--- src/rtl/joy_level_ctrl.sv ---
`default_nettype none
// +-----------------------------------------------------------------------------+
// | Module      : joy_level_ctrl                                                |
// | Description : Conditions the raw hps_io joystick_0 word into a wrapping     |
// |               layer brightness level. The increment and decrement buttons   |
// |               are synchronised, debounced and edge-detected. Each press     |
// |               steps the registered level by one.                            |
// | Macro       : AUTOREPEAT_EN - adds a per-button hold-to-repeat FSM          |
// | Ports       : clk           - system clock (clk_sys)                        |
// |               reset_n       - asynchronous active-low reset                 |
// |               joy[31:0]     - raw joystick_0 word, asynchronous to clk      |
// |               layer_1_level - current level, 0..MAX_LEVEL                   |
// |               level_changed - one-cycle pulse when the level takes a new    |
// |                               value                                         |
// |               btn_press[1:0]- one-cycle press/repeat pulses, [0]=inc        |
// |                               [1]=dec                                       |
// | Revision    : 1.0 - initial release                                         |
// +-----------------------------------------------------------------------------+
module joy_level_ctrl #(
    parameter logic [15:0] DEBOUNCE_CYCLES = 16'd50000,
    parameter int unsigned MAX_LEVEL       = 10,
    parameter int unsigned RESET_LEVEL     = 10,
    parameter int unsigned INC_BIT         = 4,
    parameter int unsigned DEC_BIT         = 5,
    parameter logic [23:0] REPEAT_DELAY    = 24'd6000000,
    parameter logic [23:0] REPEAT_RATE     = 24'd1500000
) (
    input  logic        clk,
    input  logic        reset_n,
    input  logic [31:0] joy,
    output logic [3:0]  layer_1_level,
    output logic        level_changed,
    output logic [1:0]  btn_press
);

    localparam int unsigned c_DB      = 32'(DEBOUNCE_CYCLES);
    localparam int unsigned c_DB_W    = $clog2(c_DB + 1);
    localparam logic [c_DB_W-1:0] c_DB_LAST = c_DB_W'(c_DB);
    localparam logic [c_DB_W-1:0] c_DB_ONE  = c_DB_W'(1);
    localparam logic [3:0]  c_MAX     = 4'(MAX_LEVEL);
    localparam logic [3:0]  c_RESET   = 4'(RESET_LEVEL);

`ifdef AUTOREPEAT_EN
    localparam int unsigned c_RD      = 32'(REPEAT_DELAY);
    localparam int unsigned c_RR      = 32'(REPEAT_RATE);
    localparam int unsigned c_REP_MAX = (c_RD > c_RR) ? c_RD : c_RR;
    localparam int unsigned c_REP_W   = $clog2(c_REP_MAX + 1);
    localparam logic [c_REP_W-1:0] c_RD_LAST  = c_REP_W'(c_RD - 1);
    localparam logic [c_REP_W-1:0] c_RR_LAST  = c_REP_W'(c_RR - 1);
    localparam logic [c_REP_W-1:0] c_REP_ONE  = c_REP_W'(1);
    localparam logic [1:0] c_S_IDLE   = 2'd0;
    localparam logic [1:0] c_S_DELAY  = 2'd1;
    localparam logic [1:0] c_S_REPEAT = 2'd2;
`else
    localparam int unsigned c_unused_repeat = 32'(REPEAT_DELAY) + 32'(REPEAT_RATE);
`endif

    // Only the two button bits are consumed.
    logic w_unused_joy;
    assign w_unused_joy = ^joy;

    for (genvar i = 0; i < 2; i++) begin : g_btn
        localparam logic [4:0] c_IDX = (i == 0) ? 5'(INC_BIT) : 5'(DEC_BIT);

        logic [1:0]        r_sync;
        logic              r_stable;
        logic              r_stable_d;
        logic [c_DB_W-1:0] r_db_cnt;
        logic              r_press;
        logic              w_rise;
        logic              w_rep;

        assign w_rise       = r_stable & ~r_stable_d;
        assign btn_press[i] = r_press;

        // The counter has to reach DEBOUNCE_CYCLES and then see one more
        // differing sample before the stable state flips.
        always_ff @(posedge clk or negedge reset_n) begin
            if (!reset_n) begin
                r_sync     <= 2'b00;
                r_stable   <= 1'b0;
                r_stable_d <= 1'b0;
                r_db_cnt   <= '0;
                r_press    <= 1'b0;
            end else begin
                r_sync     <= {r_sync[0], joy[c_IDX]};
                r_stable_d <= r_stable;
                if (r_sync[1] == r_stable) begin
                    r_db_cnt <= '0;
                end else if (r_db_cnt == c_DB_LAST) begin
                    r_stable <= ~r_stable;
                    r_db_cnt <= '0;
                end else begin
                    r_db_cnt <= r_db_cnt + c_DB_ONE;
                end
                r_press <= w_rise | w_rep;
            end
        end

`ifdef AUTOREPEAT_EN
        logic [1:0]         r_state;
        logic [c_REP_W-1:0] r_rep_cnt;

        // Repeat is decided combinationally so it registers into r_press on
        // the same edge that the FSM restarts its counter.
        assign w_rep = r_stable &&
                       (((r_state == c_S_DELAY)  && (r_rep_cnt == c_RD_LAST)) ||
                        ((r_state == c_S_REPEAT) && (r_rep_cnt == c_RR_LAST)));

        always_ff @(posedge clk or negedge reset_n) begin
            if (!reset_n) begin
                r_state   <= c_S_IDLE;
                r_rep_cnt <= '0;
            end else if (!r_stable) begin
                r_state   <= c_S_IDLE;
                r_rep_cnt <= '0;
            end else begin
                case (r_state)
                    c_S_IDLE: begin
                        if (w_rise) begin
                            r_state   <= c_S_DELAY;
                            r_rep_cnt <= '0;
                        end
                    end
                    c_S_DELAY: begin
                        if (r_rep_cnt == c_RD_LAST) begin
                            r_state   <= c_S_REPEAT;
                            r_rep_cnt <= '0;
                        end else begin
                            r_rep_cnt <= r_rep_cnt + c_REP_ONE;
                        end
                    end
                    c_S_REPEAT: begin
                        if (r_rep_cnt == c_RR_LAST) begin
                            r_rep_cnt <= '0;
                        end else begin
                            r_rep_cnt <= r_rep_cnt + c_REP_ONE;
                        end
                    end
                    default: begin
                        r_state   <= c_S_IDLE;
                        r_rep_cnt <= '0;
                    end
                endcase
            end
        end
`else
        assign w_rep = 1'b0;
`endif
    end

    logic [3:0] r_level;
    logic       r_changed;
    logic [3:0] w_level_next;

    // Any out-of-range level is pulled back into range by the next step.
    always_comb begin
        w_level_next = r_level;
        case (btn_press)
            2'b01:   w_level_next = (r_level >= c_MAX) ? 4'd0 : r_level + 4'd1;
            2'b10:   w_level_next = ((r_level == 4'd0) || (r_level > c_MAX)) ? c_MAX : r_level - 4'd1;
            default: w_level_next = r_level;
        endcase
    end

    always_ff @(posedge clk or negedge reset_n) begin
        if (!reset_n) begin
            r_level   <= c_RESET;
            r_changed <= 1'b0;
        end else begin
            r_level   <= w_level_next;
            r_changed <= (w_level_next != r_level);
        end
    end

    assign layer_1_level = r_level;
    assign level_changed = r_changed;

endmodule
`default_nettype wire

--- config.mk ---
export PLATFORM = sky130hd
export DESIGN_NAME = joy_level_ctrl
export DESIGN_NICKNAME = d
export VERILOG_FILES = /design/src/rtl/joy_level_ctrl.sv
export SDC_FILE = /design/constraint.sdc
export NUM_CORES = 1
export LEC_CHECK = 0
export ABC_AREA = 1
export CAP_MARGIN = 15
export CELL_PAD_IN_SITES_DETAIL_PLACEMENT = 2
export CELL_PAD_IN_SITES_GLOBAL_PLACEMENT = 2
export CORE_UTILIZATION = 31
export DETAILED_ROUTE_END_ITERATION = 8
export MAX_ROUTING_LAYER = met4
export PLACE_DENSITY_LB_ADDON = 0.1
export SETUP_SLACK_MARGIN = 0.4
export SYNTH_ARGS = -nofsm -noshare
export SYNTH_HDL_FRONTEND = slang
export SYNTH_SLANG_ARGS = --single-unit
--- constraint.sdc ---
create_clock -name clk -period 1.9 [get_ports clk]
set_clock_uncertainty 0.15 [all_clocks]
set_input_delay 0.38 -clock clk [delete_from_list [all_inputs] [get_ports clk]]
set_output_delay 0.38 -clock clk [all_outputs]
set_load 0.05 [all_outputs]
==> out/qor.csv, run 1 <==
stage,metric,value,unit
clocking,htree depth,2,
critical_path,crit path buf inv count,1,
critical_path,Setup crit end,level_changed,
placed_design,post-place instance area,2970,um^2
placed_design,hpwl dp,5100,um
critical_path,Crit Path Class,reg -> reg,
critical_path,crit path cell chain,clkinvlp_4 -> nand3_1 -> nand2_1 -> o21ai_4 -> nand2_1 -> nand3_1 -> nand2_1 -> nor2_1 -> nand2_1,
placed_design,placed insts,432,
synth,Synth Register Bits,47,
finish,share of cells above drive strength 1,0.486,
floorplan,Initial Util,0.327,
synth,most frequent cell after synthesis,inv_1,
run_status,failing checks,setup timing,
synth,Mapped Area,2580,um^2
finish,Final Cell Area,4190,um^2
floorplan,Cell Rows,32,
sta,RSZ-0062 raised after global routing,yes,
sta,Hold WS,229,ps
routing,Routed WL,10700,um
synth,"Seq/Total Area, Yosys",0.457,
synth,Mapped Cells,315,
sta,f_max,0.493,GHz
grt,total gr overflow,0,
placed_design,GPL Wtd Cong,0.762,
critical_path,Worst R2R Start,layer_1_level[3],
clocking,clk slew on worst S/H paths,100,ps
sta,minimum clock period,2030,ps
floorplan,die width,93.2,um
synth,synthesized area per cell,8.19,um^2
routing,post-DR wirelength/cell,21.9,um
synth,synth warn,0,
run_status,outcome,"complete, but fails checks",
clocking,total CTS buffers,5,
synth,Post-Synthesis Net Count,358,
synth,synth top area cells,"dfrtp_1 44%, inv_1 6.8%, nand2_1 6.3%",
power,leakage power,0.00176,uW
floorplan,Die Y,93.2,um
synth,Post-synth top cells,"47 x inv_1, 45 x dfrtp_1, 43 x nand2_1, 43 x nor2_1, 30 x nand3_1",
grt,vias in the first global route,2805,
synth,Post-synth EDFFs,0,
routing,met2 wire len,5760,um
critical_path,CP startpoint,layer_1_level[3],
clocking,TritonCTS clock tree,yes,
critical_path,"CP delay by family, top",simple AND/OR/NAND/NOR gates,
critical_path,WP depth,9,
finish,Fillers,804,
power,worst vdd ir,0.406,mV
clocking,Max clock buf depth,2,
job,number of max-cap violations,0,
critical_path,Reg2Reg Depth,9,
routing,metal3 WL,256,um
synth,top_reg_cell synth,dfrtp_1,
finish,P&R area growth vs syn,62.5,%
critical_path,"Slowest-stage cell, CP",dfstp_4,
grt,first-pass GRT wire length,14500,um
sta,Final Hold Vio Count,0,
critical_path,CP Capture Type,flop,
power,PD cells,481,nW/um^2
critical_path,flop2flop setup slack,-130,ps
sta,slew margin rel.,0.726,
synth,asr flop ratio synth,1.00,
grt,initial antenna violation count,0,
clocking,clock sink count,47,
critical_path,worst-path fanout max,6,
synth,synth unique cells,32,
finish,fin nets,430,
grt,GRT Util Overall,0.227,
routing,DRC,0,
critical_path,worst reg2reg path endpoint,level_changed,
worst_hold_path,Min-Delay Path Class,reg -> reg,
routing,max layer used,met4,
routing,DRT Pass-1 Iters,6,
sta,period utilisation layout,1.07,
synth,area share of the largest cell type after synthesis,0.436,
floorplan,I/O pin count,41,
routing,Routed Antenna Nets,0,
routing,vias per std cell,5.17,
routing,DR vias,2529,
critical_path,CP Data Required Time,1940,ps
sta,final setup vio count,2,
critical_path,most frequent cell on the critical path,nand2_1,
sta,PnR worst setup slack,-128,ps
critical_path,Critical Path Source Type,flop,
sta,fin. max-slew vios,0,
critical_path,"slowest stage delay, CP",690,ps
routing,WL met1,4410,um
synth,top cell type by total area after synthesis,dfrtp_1,
sta,setup TNS,-168,ps
finish,n_diodes,0,
floorplan,core area,7890,um^2
clocking,clk_lat worst skew,310,ps
critical_path,Worst EP arrival,2070,ps
finish,"Cell Count, Final, Fillers Out",489,
routing,initial drt markers,65,
grt,largest net degree at the start of global routing,48,
placed_design,Port Buffers,10,
sta,Slew @ Worst Pin,407,ps
clocking,Clk Tree Root Cell,clkbuf_8,
floorplan,die area,8690,um^2
-- kinds of logic after synthesis --
group / synth area share
buf+inv: 0.0824
xor+xnor: 0.0441
compound gates: 0.0422
simple gates: 0.331
fa+ha+maj: 0.0436
flops: 0.457
-- registers in the layout, indices dropped and copies added, names as in the netlist --
signal and flops:
g_btn.r_db_cnt 32, g_btn.r_press 2, g_btn.r_stable 2, g_btn.r_stable_d 2, g_btn.r_sync 4, layer_1_level 4
level_changed 1
-- through the flow --
stage / setup slack [ps] / power (uW) / utilization
after floorplan: 81.3 / 1080 / -
after global placement: 7.26 / 1130 / 0.377
after detailed placement: -31.6 / 1140 / 0.377
after CTS: 27.9 / 1950 / 0.471
after global routing: -176 / 2090 / 0.531
final: -128 / 2020 / 0.531
-- layer usage --
| layer | vias up | global-route usage |
|---|---|---|
| li1 | 1176 | - |
| met1 | 1284 | 0.264 |
| met2 | 42 | 0.404 |
| met3 | 27 | 0.0358 |
| met4 | 0 | 0.0667 |
| met5 | - | - |
-- what timing repair did --
item / CTS / global route
setup endpoints to repair: 34 / 42
resized for setup: 93 / 82
hold buffers: 1 / 0
setup buffers: 31 / 16
hold endpoints to repair: 45 / 0
pin swaps: 27 / 33
cloned: 2 / 0
-- how the worst min path moves through the flow --
stage | startpoint | to | slack, ps | cells after the start
floorplan | reset_n | g_btn[0].r_db_cnt[0] | -70 | 0
global placement | g_btn[0].r_sync[0] | g_btn[0].r_sync[1] | 200 | 0
detailed placement | g_btn[1].r_sync[0] | g_btn[1].r_sync[1] | 210 | 0
CTS | g_btn[1].r_sync[0] | g_btn[1].r_sync[1] | 230 | 0
global route | g_btn[0].r_sync[0] | g_btn[0].r_sync[1] | 240 | 0
finish | g_btn[0].r_sync[0] | g_btn[0].r_sync[1] | 230 | 0
-- area by class of cell --
class / instances / area (um^2) / share of cell area
Multi-Input combinational cell: 215 / 1840 / 0.438
Clock inverter: 1 / 30.0 / 0.00716
Clock buffer: 6 / 72.6 / 0.0173
Timing Repair Buffer: 69 / 719 / 0.172
Sequential cell: 47 / 1200 / 0.286
Inverter: 49 / 208 / 0.0496
Tap cell: 102 / 128 / 0.0304
-- where the power goes --
part	internal [uW]	switching, uW	total (uW)
clock network	387	371	759
logic	105	117	222
registers	1010	21.8	1040
-- placed cells by master (no fill, tap or decap), types with 3 or more instances in the layout --
master | netlist | routed
nor2_2 | 3 | 4
dfrtp_1 | 45 | 35
o21ai_1 | 1 | 6
inv_1 | 47 | 35
nor2_1 | 43 | 24
nor3b_2 | 0 | 6
nand2_4 | 0 | 3
nor2_4 | 2 | 20
clkbuf_8 | 0 | 5
nand2_1 | 43 | 33
inv_4 | 0 | 8
nor3_4 | 0 | 6
nand3_1 | 30 | 19
buf_4 | 2 | 32
nand3_4 | 0 | 10
buf_6 | 0 | 25
inv_2 | 2 | 5
nand2_2 | 2 | 8
ha_4 | 0 | 6
nor3_1 | 13 | 3
nand3_2 | 3 | 4
nor3_2 | 2 | 6
dfrtp_2 | 0 | 10
xor2_1 | 11 | 10
buf_12 | 0 | 6
nor4_1 | 9 | 6
nand4_1 | 12 | 12
No activity file was read; power rests on OpenSTA's default activity.
==> run 2: changes to the inputs <==
- CAP_MARGIN: 15 -> unset
==> results of run 2 <==
Final layout, timing and power as in run 1 (identical DEF).
